===== src/rtl/ysyx_24080006_region_guard.sv =====
// rtl/ysyx_24080006_region_guard.sv - registered LSU-to-bus region/permission checker with injected latency
// Lowest-index region wins on overlap; illegal accesses are answered locally with resp_err.
module ysyx_24080006_region_guard #(
  parameter int NREGION = 8,
  parameter int AW      = 32,
  parameter int LATW    = 4,
  parameter int CNTW    = 16,
  parameter logic [NREGION*AW-1:0] REGION_BASE = {
    32'ha000_0000, 32'h3000_0000, 32'h0f00_0000, 32'h2100_0000,
    32'h1001_1000, 32'h1000_2000, 32'h1000_0000, 32'h0200_0000},
  parameter logic [NREGION*AW-1:0] REGION_LIMIT = {
    32'ha3ff_ffff, 32'h30ff_ffff, 32'h0f00_1fff, 32'h211f_ffff,
    32'h1001_1007, 32'h1000_200f, 32'h1000_0fff, 32'h0200_ffff},
  parameter logic [NREGION*3-1:0] REGION_ATTR = {
    3'b011, 3'b001, 3'b011, 3'b111, 3'b101, 3'b111, 3'b111, 3'b101},
  parameter logic [NREGION*LATW-1:0] REGION_LAT = {
    4'd6, 4'd6, 4'd6, 4'd0, 4'd0, 4'd0, 4'd0, 4'd0},
  localparam int RW = (NREGION > 1) ? $clog2(NREGION) : 1
) (
  input  logic            clock,
  input  logic            reset,
  input  logic            req_valid,
  output logic            req_ready,
  input  logic [AW-1:0]   req_addr,
  input  logic            req_we,
  output logic            out_valid,
  input  logic            out_ready,
  output logic [AW-1:0]   out_addr,
  output logic            out_we,
  output logic [RW-1:0]   out_region,
  output logic            out_perip,
  output logic            resp_valid,
  output logic            resp_err,
  input  logic            err_clr,
  output logic            err_flag,
  output logic [AW-1:0]   err_addr,
  output logic [CNTW-1:0] err_cnt,
  output logic [CNTW-1:0] perip_cnt
);

  typedef enum logic [2:0] {S_IDLE, S_CHECK, S_WAIT, S_FWD, S_RESP} state_t;

  state_t          r_state;
  logic            r_req_ready;
  logic            r_out_valid;
  logic [AW-1:0]   r_addr;
  logic            r_we;
  logic [RW-1:0]   r_region;
  logic            r_perip;
  logic [LATW-1:0] r_cnt;
  logic            r_resp_valid;
  logic            r_resp_err;
  logic            r_err_flag;
  logic [AW-1:0]   r_err_addr;
  logic [CNTW-1:0] r_err_cnt;
  logic [CNTW-1:0] r_perip_cnt;

  logic            w_hit;
  logic [RW-1:0]   w_idx;
  logic [2:0]      w_attr;
  logic [LATW-1:0] w_lat;
  logic            w_fault;

  // Scan from the top index down so the lowest matching index is the last assignment.
  always_comb begin
    w_hit  = 1'b0;
    w_idx  = '0;
    w_attr = '0;
    w_lat  = '0;
    for (int i = NREGION - 1; i >= 0; i--) begin
      if (r_addr >= REGION_BASE[i*AW +: AW] && r_addr <= REGION_LIMIT[i*AW +: AW]) begin
        w_hit  = 1'b1;
        w_idx  = RW'(i);
        w_attr = REGION_ATTR[i*3 +: 3];
        w_lat  = REGION_LAT[i*LATW +: LATW];
      end
    end
  end

  assign w_fault = !w_hit || (r_we && !w_attr[1]) || (!r_we && !w_attr[0]);

  always_ff @(posedge clock or posedge reset) begin
    if (reset) begin
      r_state      <= S_IDLE;
      r_req_ready  <= 1'b1;
      r_out_valid  <= 1'b0;
      r_addr       <= '0;
      r_we         <= 1'b0;
      r_region     <= '0;
      r_perip      <= 1'b0;
      r_cnt        <= '0;
      r_resp_valid <= 1'b0;
      r_resp_err   <= 1'b0;
      r_err_flag   <= 1'b0;
      r_err_addr   <= '0;
      r_err_cnt    <= '0;
      r_perip_cnt  <= '0;
    end else begin
      case (r_state)
        S_IDLE: begin
          if (req_valid) begin
            r_addr      <= req_addr;
            r_we        <= req_we;
            r_req_ready <= 1'b0;
            r_state     <= S_CHECK;
          end
        end
        S_CHECK: begin
          if (w_fault) begin
            r_resp_valid <= 1'b1;
            r_resp_err   <= 1'b1;
            r_state      <= S_RESP;
          end else begin
            r_region <= w_idx;
            r_perip  <= w_attr[2];
            r_cnt    <= w_lat;
            if (w_lat != '0) begin
              r_state <= S_WAIT;
            end else begin
              r_out_valid <= 1'b1;
              r_state     <= S_FWD;
            end
          end
        end
        S_WAIT: begin
          if (r_cnt == LATW'(1)) begin
            r_out_valid <= 1'b1;
            r_state     <= S_FWD;
          end else begin
            r_cnt <= r_cnt - 1'b1;
          end
        end
        S_FWD: begin
          if (out_ready) begin
            r_out_valid  <= 1'b0;
            r_resp_valid <= 1'b1;
            r_resp_err   <= 1'b0;
            r_state      <= S_RESP;
            if (r_perip && r_perip_cnt != '1) r_perip_cnt <= r_perip_cnt + 1'b1;
          end
        end
        S_RESP: begin
          r_resp_valid <= 1'b0;
          r_resp_err   <= 1'b0;
          r_req_ready  <= 1'b1;
          r_state      <= S_IDLE;
          if (r_resp_err) begin
            if (r_err_cnt != '1) r_err_cnt <= r_err_cnt + 1'b1;
            if (!r_err_flag) r_err_addr <= r_addr;
            r_err_flag <= 1'b1;
          end
        end
        default: begin
          r_state     <= S_IDLE;
          r_req_ready <= 1'b1;
          r_out_valid <= 1'b0;
        end
      endcase
      // Placed last so a clear overrides an error being logged in the same cycle.
      if (err_clr) begin
        r_err_flag <= 1'b0;
        r_err_addr <= '0;
        r_err_cnt  <= '0;
      end
    end
  end

  assign req_ready  = r_req_ready;
  assign out_valid  = r_out_valid;
  assign out_addr   = r_addr;
  assign out_we     = r_we;
  assign out_region = r_region;
  assign out_perip  = r_perip;
  assign resp_valid = r_resp_valid;
  assign resp_err   = r_resp_err;
  assign err_flag   = r_err_flag;
  assign err_addr   = r_err_addr;
  assign err_cnt    = r_err_cnt;
  assign perip_cnt  = r_perip_cnt;

endmodule


===== config.mk =====
export PLATFORM = sky130hd
export DESIGN_NAME = ysyx_24080006_region_guard
export DESIGN_NICKNAME = d
export VERILOG_FILES = /design/src/rtl/ysyx_24080006_region_guard.sv
export SDC_FILE = /design/constraint.sdc
export NUM_CORES = 1
export LEC_CHECK = 0
export BUFFER_PORTS_ARGS = -buffer_cell sky130_fd_sc_hd__clkbuf_2
export CORE_ASPECT_RATIO = 0.75
export CORE_MARGIN = 3
export CORE_UTILIZATION = 56
export DETAILED_ROUTE_END_ITERATION = 6
export PLACE_DENSITY_LB_ADDON = 0.15
export SYNTH_ARGS = -nofsm -noshare
export SYNTH_HDL_FRONTEND = slang
export SYNTH_SLANG_ARGS = --single-unit

===== constraint.sdc =====
create_clock -name clock -period 11.7 [get_ports clock]
set_input_delay 2.34 -clock clock [delete_from_list [all_inputs] [get_ports clock]]
set_output_delay 2.34 -clock clock [all_outputs]
set_load 0.05 [all_outputs]

# [Yosys cells after proc, flatten, opt, wreduce, memory -nomap -nowiden]
# Cells that the tools add are included.
# Widths: inputs -> output; s select.
[word_totals] register_bits=113 inputBits=38 out_inout_bits=106 elab_cells=151
[classes] addsub=3 n_lt_le_gt_ge=16 eq_ne=15 muxes=63 bitwise=3 n_reduce_logical=37
[op_table] op="$mux 32" n=4
[op_table] op="$ge 32x29->1 const B" n=3
[op_table] op="$le 32x29->1 const B" n=3
[op_table] op="$ge 32x30->1 const B" n=2
[op_table] op="$le 32x30->1 const B" n=2
[op_table] op="$mux 16" n=4
[op_table] op="$mux 3" n=20
[op_table] op="$mux 4" n=9
[op_table] op="$add 16x1->16 const B" n=2
[op_table] op="$ge 32x26->1 const B" n=1
[op_table] op="$ge 32x28->1 const B" n=1
[op_table] op="$ge 32x32->1 const B" n=1
[op_table] op="$le 32x26->1 const B" n=1
[op_table] op="$le 32x28->1 const B" n=1
[op_table] op="$le 32x32->1 const B" n=1
[op_table] op="$ne 16x16->1 const B" n=2
[op_table] op="$mux 1" n=19
[op_table] op="$reduce_and 3->1" n=6
[op_table] op="$ne 2x2->1 const B" n=8
[op_table] op="$pmux 3 s4" n=1
[op_table] op="$logic_and 1x1->1" n=11
[op_table] op="$pmux 4 s2" n=1
[op_table] op="$reduce_and 2->1" n=4
[op_table] op="$reduce_bool 2->1" n=4
[op_table] op="other kinds (18)" n=26

# [Longest topological paths before layout]
[logic_depth] word_depth=16 ltp_mapped=8

# [Worst setup path before layout]
# OpenSTA, ideal clock, no wires.
[synth_timing] path_type="in2reg" start="input port req_valid" end="register r_addr[0] (netlist: out_addr[0])" setup_time_ns=0.125 arrival_time_ns=3.527 slack_ns=8.048 stages=3 cell_sequence="nor4b_2 -> clkbuf_1 -> mux2_2"
[synth_between] elab_chain_cells=1
[synth_rtl] element="from (decl)" line_no="22" text="input logic req_valid,"
[synth_rtl] element="$reduce_and 2->1 (no source line)"
[synth_rtl] element="to (signal assigned)" line_no="102" text="r_addr <= req_addr;"
[synth_rtl] element="to (decl)" line_no="46" text="logic [AW-1:0] r_addr;"
# Every way passes these cells.
# A chain may end at the register's enable or synchronous reset.

# [Final worst setup path]
[layout_timing] start="register r_addr[28] (netlist: out_addr[28])" end="output port out_addr[28]"
[layout_lines] element="to (decl)" line_no="28" text="output logic [AW-1:0] out_addr,"
# No word-level cell between the ends.

==> run summary <==
register area share after synthesis: 0.548
Ys Warns: 0
WL/cell: 18.4 µm
Reg-to-Reg Start: out_addr[20]
Pleak: 3.17 nW
post-synth top area share: 0.543
dpl hpwl: 9020 µm
DR top layer: met4
crit path buf inv count: 1
die area: 0.0104 mm²
Tcrit/Tclk final: 0.317
IO Port Bufs: 143
FF-to-FF setup slack: 9.07 ns
syn nets: 473
nets@finish: 622
post-CTS sizing: 0
cell count of the worst reg-to-reg path: 6
Max IR drop VDD: 0.224 mV
max incr delay on CP: 0.59 ns
top area cells in the synthesized netlist: dfrtp_1 (54%), mux2_2 (7.4%), a22o_1 (5.4%)
critical path start-end classification: flop to output pin
Achievable Freq: 0.270 GHz
vias per cell: 5.85
gr ovfl total: 0
delay-heaviest family, CP: flip-flops
height of the die: 89.2 µm
Yosys cell types: 61
DP Worst Slack: 7.82 ns
post-route ant nets: 0
status: complete, no violations
Slew Limit Fails: 0
Max Cap Viol: 0
vias in the first global route: 3989
vias: 4100
GR Util All Layers: 0.267
Post-Synthesis Cells: 431
Worst slew margin: 0.429
count leader, synth: dfrtp_1
total power: 1.80 mW
Layout Skew: 0.0110 ns
global-route wire length before repair: 20900 µm
clk buf depth: 2
# hold bufs at CTS: 0
Slew @ Worst Pin: 0.856 ns
# diodes: 0
setup tns final: 0 ns
Critical Path Sink Type: output pin
post-CTS setup buffers: 0
Slowest cell on crit path: dfrtp_1
Initial Util: 0.593
asr flop ratio synth: 1.00
post-layout util: 0.757
CP required: 9.36 ns
Setup Viol. Count Final: 0
CP endpoint: out_addr[28]
Clock transition at path regs: 0.05 ns
routability cong.: 0.914
min-delay worst type: flop to flop
r2r endpoint: out_region[0]
ys flop type: dfrtp_1
dpl cells: 669
Iter 0 DRT Violations: 473
cell area power density: 273 mW/mm²
met3 WL post-DR: 965 µm
post-layout minimum cycle time: 3.71 ns
Remaining DRCs: 0
worst setup margin: 7.99 ns
area grow syn2layout: 27.7%
CTS root buf: clkbuf_16
Synth Cell Area: 0.00516 mm²
Detailed Route WL: 12900 µm
I/O pin count: 144
Die Width: 117 µm
Critical path origin: out_addr[28]
non-filler cells in the finished layout: 701
layout cells sized above 1: 0.398
initial antenna violation count: 0
Metal-1 WL: 6030 µm
DR pass1 iterations: 5
Critical Path Start Type: flop
Synth Register Bits: 113
met2 WL: 5650 µm
cell chain of the critical path: clkbuf_2
core outline area: 0.00871 mm²
crit-path max FO: 10
largest net degree at the start of global routing: 70
CTS tree: built
Avg Inst Size Synth: 12.0 µm²
CTS sink cnt: 113
Hold Vio Cnt, Final: 0
Num CTS Buffers: 17
worst skew pair latency: 0.42 ns
RSZ-0062 raised after global routing: no
H-tree level count: 4
Cell Rows: 29
critical path arrival: 1.37 ns
CP Depth: 1
Synth top cells by count: dfrtp_1 (112), nor2_1 (40), mux2_2 (34), a22o_1 (32), nand2_1 (23)
Post-synth EDFFs: 0
Synth area leader: dfrtp_1
==> placed cells by master (no fill, tap or decap), types with 7 or more instances in the layout <==
master and instances:
nand4_1 13, dfrtp_1 112, clkbuf_2 143, inv_1 7
xnor2_1 19, nor2_1 39, xor2_1 11, nand2_1 23
mux2_2 34, clkbuf_16 17, a22o_1 32, a21oi_1 8
o21ai_0 9, nor3_1 9, nand3_1 12
==> flip-flops by register name, indices dropped and copies added, names as in the netlist <==
signal	cells
err_addr	32
err_cnt	16
err_flag	1
out_addr	32
out_perip	1
out_region	3
out_valid	1
out_we	1
perip_cnt	16
r_cnt	4
r_state	3
req_ready	1
resp_err	1
resp_valid	1
==> power breakdown <==
group / internal (mW) / switching, mW
sequential: 0.485 / 0.136
combinational: 0.179 / 0.472
clock: 0.349 / 0.177
==> cells by family after synthesis <==
logic type / share of synthesized area
buffers and inverters: 0.0206
multiplexers: 0.0848
XOR/XNOR: 0.0509
flip-flops: 0.548
AND/OR/NAND/NOR: 0.166
AO/OA/AOI/OAI: 0.120
adder cells (fa/ha/maj): 0.00969
==> worst min path at each step <==
stage,start,endpoint,slack (ns),cells after the start
final,err_addr[31],err_addr[31],0.51,1
after global placement,err_addr[25],err_addr[25],0.49,1
after CTS,err_addr[31],err_addr[31],0.51,1
after detailed placement,err_addr[31],err_addr[31],0.49,1
after floorplan,r_cnt[3],r_cnt[3],0.50,2
after global routing,err_addr[12],err_addr[12],0.52,1
==> cell type report <==
| type | count | area [µm²] |
|---|---|---|
| fill | 581 | 2110 |
| clock buffer | 21 | 470 |
| inverter | 8 | 32.5 |
| clock inverter | 11 | 135 |
| tap | 108 | 135 |
| timing repair buffer | 147 | 746 |
| sequential | 113 | 2830 |
| multi-input combinational | 293 | 2250 |
==> layer usage <==
metal,up-vias,global-route usage
met2,173,0.388
li1,1891,-
met3,25,0.0785
met1,2011,0.378
met4,0,0.113
met5,-,0
==> metrics by stage <==
| stage | instance area, µm² | hold WS, ns |
|---|---|---|
| floorplan | 5160 | 0.502 |
| global placement | 5990 | 0.489 |
| detailed placement | 5990 | 0.490 |
| CTS | 6590 | 0.507 |
| global route | 6590 | 0.523 |
| finish | 6590 | 0.505 |
No activity file was read; power rests on OpenSTA's default activity.
